===== src/rtl/cnn_layer_sequencer.sv =====
// Descriptor-driven CNN layer sequencer: walks a host-loaded layer table, issuing one engine command per tile.
// Command fields are held stable while eng_ready is low; a register read returns its data one cycle after the address.
module cnn_layer_sequencer #(
  parameter int MAX_LAYERS = 16,
  parameter int TILE_W     = 16,
  parameter int ADDR_W     = 32
) (
  input  logic              clk,
  input  logic              rst,
  input  logic              cfg_we,
  input  logic [7:0]        cfg_addr,
  input  logic [31:0]       cfg_wdata,
  input  logic [7:0]        cfg_raddr,
  output logic [31:0]       cfg_rdata,
  output logic              eng_start,
  input  logic              eng_ready,
  output logic [1:0]        eng_layer_type,
  output logic [ADDR_W-1:0] eng_weight_addr,
  output logic [TILE_W-1:0] eng_tile_idx,
  output logic              eng_buf_sel,
  input  logic              eng_tile_done,
  output logic              busy,
  output logic              done_irq
);

  localparam int          IW    = (MAX_LAYERS > 1) ? $clog2(MAX_LAYERS) : 1;
  localparam logic [31:0] MAX_L = MAX_LAYERS;

  typedef enum logic [2:0] {
    S_IDLE, S_FETCH, S_ISSUE, S_WAIT, S_NEXT, S_FINISH
  } state_t;

  state_t state, state_nxt;

  logic [1:0]        desc_type  [MAX_LAYERS];
  logic [TILE_W-1:0] desc_tiles [MAX_LAYERS];
  logic [ADDR_W-1:0] desc_off   [MAX_LAYERS];

  logic [31:0]       num_layers;
  logic [ADDR_W-1:0] weight_base;
  logic [IW-1:0]     layer_idx;
  logic [TILE_W-1:0] tile_idx, cur_tiles;
  logic [1:0]        cur_type;
  logic [ADDR_W-1:0] cur_addr;
  logic              buf_sel, skip, done_f, err_f, abort_f;

  logic ctrl_wr, start_req, abort_req, cfg_ok, bad_cnt;
  logic w_hit, r_hit, tile_last, layer_last;
  logic [IW-1:0] w_idx, r_idx;
  logic [31:0] status, rd_nxt;

  assign ctrl_wr   = cfg_we && (cfg_addr == 8'h00);
  assign abort_req = ctrl_wr && cfg_wdata[1];
  assign start_req = ctrl_wr && cfg_wdata[0] && !cfg_wdata[1];
  assign cfg_ok    = cfg_we && (state == S_IDLE);
  assign bad_cnt   = (num_layers == 32'd0) || (num_layers > MAX_L);

  // Descriptor window: 0x80 + 8*i, word select on bit 2, entries beyond the table ignored.
  assign w_hit = cfg_addr[7] && (cfg_addr[1:0] == 2'b00) && ({28'd0, cfg_addr[6:3]} < MAX_L);
  assign r_hit = cfg_raddr[7] && (cfg_raddr[1:0] == 2'b00) && ({28'd0, cfg_raddr[6:3]} < MAX_L);
  assign w_idx = IW'(cfg_addr[6:3]);
  assign r_idx = IW'(cfg_raddr[6:3]);

  assign tile_last  = ({1'b0, tile_idx} + (TILE_W+1)'(1)) >= {1'b0, cur_tiles};
  assign layer_last = (32'(layer_idx) + 32'd1) >= num_layers;

  assign status = {16'(tile_idx), 8'(layer_idx), {1'b0, state}, abort_f, err_f, done_f, busy};

  assign eng_layer_type  = cur_type;
  assign eng_weight_addr = cur_addr;
  assign eng_tile_idx    = tile_idx;
  assign eng_buf_sel     = buf_sel;

  always_comb begin
    state_nxt = state;
    eng_start = 1'b0;
    busy      = (state != S_IDLE);
    done_irq  = 1'b0;
    case (state)
      S_IDLE:   if (start_req && !bad_cnt) state_nxt = S_FETCH;
      S_FETCH:  state_nxt = (desc_tiles[layer_idx] == '0) ? S_NEXT : S_ISSUE;
      S_ISSUE: begin
        eng_start = 1'b1;
        if (eng_ready) state_nxt = S_WAIT;
      end
      S_WAIT:   if (eng_tile_done) state_nxt = S_NEXT;
      S_NEXT: begin
        if (!skip && !tile_last) state_nxt = S_ISSUE;
        else if (layer_last)     state_nxt = S_FINISH;
        else                     state_nxt = S_FETCH;
      end
      S_FINISH: begin
        done_irq  = 1'b1;
        state_nxt = S_IDLE;
      end
      default:  state_nxt = S_IDLE;
    endcase
    // Abort overrides any handshake or completion seen in the same cycle.
    if (abort_req && state != S_IDLE) state_nxt = S_IDLE;
  end

  always_comb begin
    rd_nxt = 32'd0;
    case (cfg_raddr)
      8'h04:   rd_nxt = num_layers;
      8'h08:   rd_nxt = status;
      8'h0C:   rd_nxt = 32'(weight_base);
      default: begin
        if (r_hit) begin
          if (cfg_raddr[2]) rd_nxt = 32'(desc_off[r_idx]);
          else              rd_nxt = {desc_type[r_idx], {(30-TILE_W){1'b0}}, desc_tiles[r_idx]};
        end
      end
    endcase
  end

  always_ff @(posedge clk) begin
    if (!rst && cfg_ok && w_hit) begin
      if (cfg_addr[2]) begin
        desc_off[w_idx] <= cfg_wdata[ADDR_W-1:0];
      end else begin
        desc_type[w_idx]  <= cfg_wdata[31:30];
        desc_tiles[w_idx] <= cfg_wdata[TILE_W-1:0];
      end
    end
  end

  always_ff @(posedge clk) begin
    if (rst) begin
      state       <= S_IDLE;
      num_layers  <= 32'd0;
      weight_base <= '0;
      layer_idx   <= '0;
      tile_idx    <= '0;
      cur_tiles   <= '0;
      cur_type    <= 2'd0;
      cur_addr    <= '0;
      buf_sel     <= 1'b0;
      skip        <= 1'b0;
      done_f      <= 1'b0;
      err_f       <= 1'b0;
      abort_f     <= 1'b0;
      cfg_rdata   <= 32'd0;
    end else begin
      state     <= state_nxt;
      cfg_rdata <= rd_nxt;
      if (cfg_ok && cfg_addr == 8'h04) num_layers  <= cfg_wdata;
      if (cfg_ok && cfg_addr == 8'h0C) weight_base <= cfg_wdata[ADDR_W-1:0];
      if (state == S_IDLE && start_req) begin
        if (bad_cnt) begin
          err_f <= 1'b1;
        end else begin
          done_f    <= 1'b0;
          err_f     <= 1'b0;
          abort_f   <= 1'b0;
          layer_idx <= '0;
          buf_sel   <= 1'b0;
        end
      end
      if (abort_req && state != S_IDLE) begin
        abort_f <= 1'b1;
      end else begin
        case (state)
          S_FETCH: begin
            cur_type  <= desc_type[layer_idx];
            cur_tiles <= desc_tiles[layer_idx];
            cur_addr  <= weight_base + desc_off[layer_idx];
            tile_idx  <= '0;
            skip      <= (desc_tiles[layer_idx] == '0);
          end
          S_NEXT: begin
            if (!skip && !tile_last) begin
              tile_idx <= tile_idx + TILE_W'(1);
            end else begin
              // Only a layer that actually ran flips the ping-pong buffers.
              if (!skip) buf_sel <= ~buf_sel;
              if (!layer_last) layer_idx <= layer_idx + IW'(1);
            end
          end
          S_FINISH: done_f <= 1'b1;
          default: ;
        endcase
      end
    end
  end

endmodule


===== config.mk =====
export PLATFORM = sky130hd
export DESIGN_NAME = cnn_layer_sequencer
export DESIGN_NICKNAME = d
export VERILOG_FILES = /design/src/rtl/cnn_layer_sequencer.sv
export SDC_FILE = /design/constraint.sdc
export NUM_CORES = 1
export LEC_CHECK = 0
export CAP_MARGIN = 25
export CELL_PAD_IN_SITES_DETAIL_PLACEMENT = 2
export CELL_PAD_IN_SITES_GLOBAL_PLACEMENT = 2
export CORE_ASPECT_RATIO = 0.5
export CORE_MARGIN = 8
export CORE_UTILIZATION = 42
export DETAILED_ROUTE_END_ITERATION = 8
export PLACE_DENSITY = 0.73
export SLEW_MARGIN = 25
export SYNTH_ARGS = -nofsm -noshare
export SYNTH_HDL_FRONTEND = slang
export SYNTH_SLANG_ARGS = --single-unit

===== constraint.sdc =====
create_clock -name clk -period 6.3 [get_ports clk]
set_input_delay 1.575 -clock clk [delete_from_list [all_inputs] [get_ports clk]]
set_output_delay 1.575 -clock clk [all_outputs]
set_load 0.005 [all_outputs]

==> impl_results.html <==
<table>
<tr><th>Metric</th><th>Value</th></tr>
<tr><th colspan="2">STA</th></tr>
<tr><td>Number of pins exceeding their max-slew limit in the final report</td><td>0</td></tr>
<tr><td>Final setup violation count</td><td>0</td></tr>
<tr><td>Count of endpoints failing hold in the final timing report</td><td>0</td></tr>
<tr><td>Worst rel slew slack</td><td>31.7%</td></tr>
<tr><td>Worst clock skew</td><td>0.0217 ns</td></tr>
<tr><td>Timing-limited maximum frequency</td><td>197 MHz</td></tr>
<tr><td>RSZ-0062 raised after global routing</td><td>false</td></tr>
<tr><td>Slew at the pin closest to its max-slew limit</td><td>1.02 ns</td></tr>
<tr><td>Setup Total Neg Slack</td><td>0 ns</td></tr>
<tr><td>Share of the cycle needed by the critical path after routing</td><td>80.6%</td></tr>
<tr><td>Final Critical Period</td><td>5.08 ns</td></tr>
<tr><th colspan="2">Flow run</th></tr>
<tr><td>Maximum capacitance violations</td><td>0</td></tr>
<tr><th colspan="2">Setup path</th></tr>
<tr><td>Sequence of cells on the critical path</td><td>buf_4, and2_4, a221oi_1, a22oi_1, and2_1, inv_1, ha_1, a21o_1, nand4_1, a21oi_1, o2111ai_1, a21oi_1, o211ai_1, o21ai_0, a211o_1, nand3_1</td></tr>
<tr><td>Reg-to-Reg End</td><td>eng_weight_addr[31]$_SDFFE_PP0P_</td></tr>
<tr><td>Startpoint type of the worst setup path</td><td>flip-flop</td></tr>
<tr><td>Worst reg-to-reg path cell count</td><td>16</td></tr>
<tr><td>Worst-path maximum fanout</td><td>51</td></tr>
<tr><td>Register-to-Register Setup Slack</td><td>1.22 ns</td></tr>
<tr><td>Worst stage delay on the critical path</td><td>0.85 ns</td></tr>
<tr><td>Launching element of the worst setup path</td><td>layer_idx[2]$_SDFF_PP0_</td></tr>
<tr><td>Worst setup path endpoint</td><td>eng_weight_addr[31]$_SDFFE_PP0P_</td></tr>
<tr><td>Cell repeated most along the worst path</td><td>a21oi_1</td></tr>
<tr><td>Crit-path slowest cell</td><td>and2_4</td></tr>
<tr><td>WS Path Type</td><td>flip-flop to flip-flop</td></tr>
<tr><td>Critical path arrival</td><td>5.65 ns</td></tr>
<tr><td>Worst EP required</td><td>6.87 ns</td></tr>
<tr><td>Startpoint of the worst register-to-register path</td><td>layer_idx[2]$_SDFF_PP0_</td></tr>
<tr><td>Element type at the critical path end</td><td>flip-flop</td></tr>
<tr><th colspan="2">Power and ir drop</th></tr>
<tr><td>P_sw</td><td>2.97 mW</td></tr>
<tr><td>Post-layout power</td><td>13.2 mW</td></tr>
<tr><td>Power share of the clock group</td><td>42.8%</td></tr>
<tr><td>Part of the power in combinational logic</td><td>4.7%</td></tr>
<tr><td>Share of total power consumed by net switching</td><td>22.4%</td></tr>
<tr><td>Int Pwr</td><td>10.3 mW</td></tr>
<tr><td>Max rail drop VDD</td><td>178 uV</td></tr>
<tr><td>Power density of the placed cells</td><td>253 nW/um^2</td></tr>
<tr><td>Static Leak</td><td>16.2 nW</td></tr>
<tr><td>Power share of the sequential group</td><td>52.6%</td></tr>
<tr><th colspan="2">Floorplanning</th></tr>
<tr><td>Number of top-level pins</td><td>139</td></tr>
<tr><td>Cell Rows</td><td>85</td></tr>
<tr><td>X dimension of the die</td><td>484 um</td></tr>
<tr><td>Total die area</td><td>121000 sq um</td></tr>
<tr><td>Initial standard-cell utilization of the core</td><td>42.5%</td></tr>
<tr><td>Core Footprint</td><td>108000 sq um</td></tr>
<tr><td>Die Ht</td><td>250 um</td></tr>
<tr><th colspan="2">Worst hold path</th></tr>
<tr><td>Kind of path behind the tightest hold check</td><td>flip-flop to flip-flop</td></tr>
<tr><td>Number of cells traversed by the worst hold path</td><td>2</td></tr>
<tr><th colspan="2">CTS</th></tr>
<tr><td>Total clock sinks</td><td>974</td></tr>
<tr><td>Clock transition at the registers of the reported paths</td><td>0.06 ns</td></tr>
<tr><td>Cts-stage hold buffer count</td><td>0</td></tr>
<tr><td>Post-cts repair resize count</td><td>0</td></tr>
<tr><td>H-Tree Level Count</td><td>3</td></tr>
<tr><td>Number of CTS-inserted buffers</td><td>92</td></tr>
<tr><td>TritonCTS clock tree</td><td>done</td></tr>
<tr><td>Deepest clock path buffer count</td><td>3</td></tr>
<tr><td>Clock root buffer</td><td>clkbuf_16</td></tr>
<tr><td>Post-CTS Repair Setup Buffers</td><td>0</td></tr>
<tr><td>Clock Latency Late Sink</td><td>0.70 ns</td></tr>
<tr><th colspan="2">Synthesis</th></tr>
<tr><td>Synthesized instance count</td><td>2959</td></tr>
<tr><td>Synth unique cells</td><td>70</td></tr>
<tr><td>Post-synthesis async set-or-reset flop share</td><td>0%</td></tr>
<tr><td>Sequential fraction of the synthesis area</td><td>59.9%</td></tr>
<tr><td>Ranking of synthesized cells by area</td><td>edfxtp_1 (52%), mux4_2 (17%), dfxtp_1 (7.6%)</td></tr>
<tr><td>Cell area after technology mapping</td><td>45900 sq um</td></tr>
<tr><td>Post-Synthesis Net Count</td><td>3067</td></tr>
<tr><td>Top FF cell, synth</td><td>edfxtp_1</td></tr>
<tr><td>Yosys warning total</td><td>0</td></tr>
<tr><td>Number of flops mapped to enable cells by yosys</td><td>800</td></tr>
<tr><td>Syn Area/Cell</td><td>15.5 sq um</td></tr>
<tr><td>Post-synth top area share</td><td>52.3%</td></tr>
<tr><td>Number of storage elements in the synthesis netlist</td><td>974</td></tr>
<tr><td>Cell taking the most area after synthesis</td><td>edfxtp_1</td></tr>
<tr><th colspan="2">Global routing</th></tr>
<tr><td>Overflow left after global routing</td><td>0</td></tr>
<tr><td>Global-route total usage across every layer</td><td>26.1%</td></tr>
<tr><td>Pin count of the biggest net entering global routing</td><td>96</td></tr>
<tr><td>First-pass GRT wire length</td><td>233 mm</td></tr>
<tr><td>Number of global-route vias before repair</td><td>32300</td></tr>
<tr><td>Number of antenna violations at the first check in global routing</td><td>7</td></tr>
<tr><th colspan="2">Final layout</th></tr>
<tr><td>Fraction of final layout cells sized beyond drive strength 1</td><td>21.5%</td></tr>
<tr><td>Most common library cell in the layout ignoring fill and taps</td><td>edfxtp_1</td></tr>
<tr><td>Total Nets Final</td><td>3191</td></tr>
<tr><td>Filler cell count</td><td>9906</td></tr>
<tr><td>Final cell count without fillers</td><td>4596</td></tr>
<tr><td>Commonest cells after routing, fill and taps aside</td><td>edfxtp_1 (800), mux4_2 (350), nand2_1 (242)</td></tr>
<tr><td>Final std cell area, no fill</td><td>52300 sq um</td></tr>
<tr><td>Area growth syn-to-layout</td><td>13.8%</td></tr>
<tr><th colspan="2">Detailed routing</th></tr>
<tr><td>Amount of wire on met2 after detailed routing</td><td>77.9 mm</td></tr>
<tr><td>Average wire per cell in the routed design</td><td>35.2 um</td></tr>
<tr><td>Number of search-and-repair iterations in the first detailed-routing pass</td><td>5</td></tr>
<tr><td>Number of DRC markers in iteration 0</td><td>3078</td></tr>
<tr><td>Top metal layer carrying routed signals</td><td>met4</td></tr>
<tr><td>Wire length reported by the detailed router</td><td>162 mm</td></tr>
<tr><td>Wire length on met1</td><td>68.5 mm</td></tr>
<tr><td>Number of remaining DRC errors</td><td>0</td></tr>
<tr><td>Antenna violation net count after detailed routing</td><td>0</td></tr>
<tr><td>Met3 Wirelength</td><td>9.67 mm</td></tr>
<tr><td>Avg Vias per Cell</td><td>6.51</td></tr>
<tr><td>Routed vias</td><td>29900</td></tr>
<tr><th colspan="2">Place</th></tr>
<tr><td>Buffers added on ports</td><td>138</td></tr>
<tr><td>Placed Instances</td><td>4422</td></tr>
<tr><td>HPWL reported at the end of detailed placement</td><td>102 mm</td></tr>
<tr><td>Standard cell area after detailed placement</td><td>49300 sq um</td></tr>
<tr><td>Routability cong.</td><td>0.806</td></tr>
<tr><th colspan="2">Run status</th></tr>
<tr><td>Outcome</td><td>complete, no violations</td></tr>
</table>
[cell type report]
cell class / count / area, sq um / area share (%)
Inverter: 33 / 124 / 0.237
Sequential cell: 974 / 27500 / 52.6
Tap cell: 1435 / 1800 / 3.43
Clock inverter: 50 / 474 / 0.907
Multi-Input combinational cell: 1739 / 17600 / 33.7
Timing Repair Buffer: 243 / 2300 / 4.41
Clock buffer: 118 / 2450 / 4.69
Antenna cell: 4 / 10.0 / 0.0191
[metrics by stage]
stage | worst slack, ns | hold slack, ns | util [%]
after floorplan | 0.0236 | 0.443 | -
after global placement | 1.21 | 0.446 | 45.6
after detailed placement | 1.00 | 0.456 | 45.6
after CTS | 1.27 | 0.465 | 48.3
after global routing | 0.869 | 0.476 | 48.4
final | 1.22 | 0.464 | 48.4
[cells in the mapped netlist, drive strengths merged, types with 20 or more instances]
library cell,number
a21oi,137
mux2,24
ha,54
nand3,21
a221oi,99
mux2i,226
a22oi,75
nor3,22
nor2,124
clkbuf,143
nand2,242
dfxtp,174
inv,33
xnor2,20
o21ai,91
mux4,350
buf,70
xor2,20
a21o,29
edfxtp,800
[kinds of logic (layout without fill, tap and decap cells)]
| logic type | after synthesis | after routing | synth area share [%] |
|---|---|---|---|
| other cells | 0 | 4 | 0 |
| mux | 600 | 600 | 22.7 |
| simple gates | 529 | 529 | 5.33 |
| flops | 974 | 974 | 59.9 |
| fa+ha+maj | 55 | 55 | 1.51 |
| compound gates | 515 | 515 | 7.63 |
| buf+inv | 246 | 444 | 2.18 |
| xor+xnor | 40 | 40 | 0.763 |
[power groups by stage]
| stage | registers, mW | logic [mW] | clock network (mW) |
|---|---|---|---|
| 6_report | 6.96 | 0.616 | 5.67 |
| 5_1_grt | 6.96 | 0.639 | 5.97 |
| 4_1_cts | 6.96 | 0.614 | 5.74 |
| 3_5_place_dp | 7.10 | 0.612 | 0 |
| 3_3_place_gp | 7.10 | 0.596 | 0 |
| 2_1_floorplan | 7.10 | 0.304 | 0 |
[flip-flops by register name (all words and copies together) (netlist names), 2 cells and up]
name	flops
desc_off	512
cur_tiles	16
layer_idx	4
eng_layer_type	2
eng_weight_addr	32
desc_type	32
num_layers	32
state	3
desc_tiles	256
weight_base	32
cfg_rdata	32
eng_tile_idx	16
[how the worst min path moves through the flow]
stage | startpoint | to | slack [ns]
6_report | eng_weight_addr[16]$_SDFFE_PP0P_ | eng_weight_addr[16]$_SDFFE_PP0P_ | 0.46
5_1_grt | eng_weight_addr[13]$_SDFFE_PP0P_ | eng_weight_addr[13]$_SDFFE_PP0P_ | 0.48
4_1_cts | eng_weight_addr[16]$_SDFFE_PP0P_ | eng_weight_addr[16]$_SDFFE_PP0P_ | 0.47
3_5_place_dp | eng_weight_addr[16]$_SDFFE_PP0P_ | eng_weight_addr[16]$_SDFFE_PP0P_ | 0.46
3_3_place_gp | eng_weight_addr[5]$_SDFFE_PP0P_ | eng_weight_addr[5]$_SDFFE_PP0P_ | 0.45
2_1_floorplan | cur_tiles[11]$_SDFFE_PP0P_ | cur_tiles[11]$_SDFFE_PP0P_ | 0.44
[critical path: cells and delay by family, from the launching register on]
kind                       cells  cell delay, ns
AOI/OAI and AO/OA              9            2.40
adders and majority gates      1            0.27
buffers and inverters          2            0.54
DFF                            1            0.32
and+or+nand+nor                4            1.36
[routing by layer]
| metal | vias to the layer above | global-route usage, % |
|---|---|---|
| met4 | 0 | 9.08 |
| met3 | 270 | 3.59 |
| met2 | 1131 | 43.1 |
| met5 | - | 0 |
| li1 | 12300 | - |
| met1 | 16300 | 35.5 |
Power figures use the tool's default switching activity.
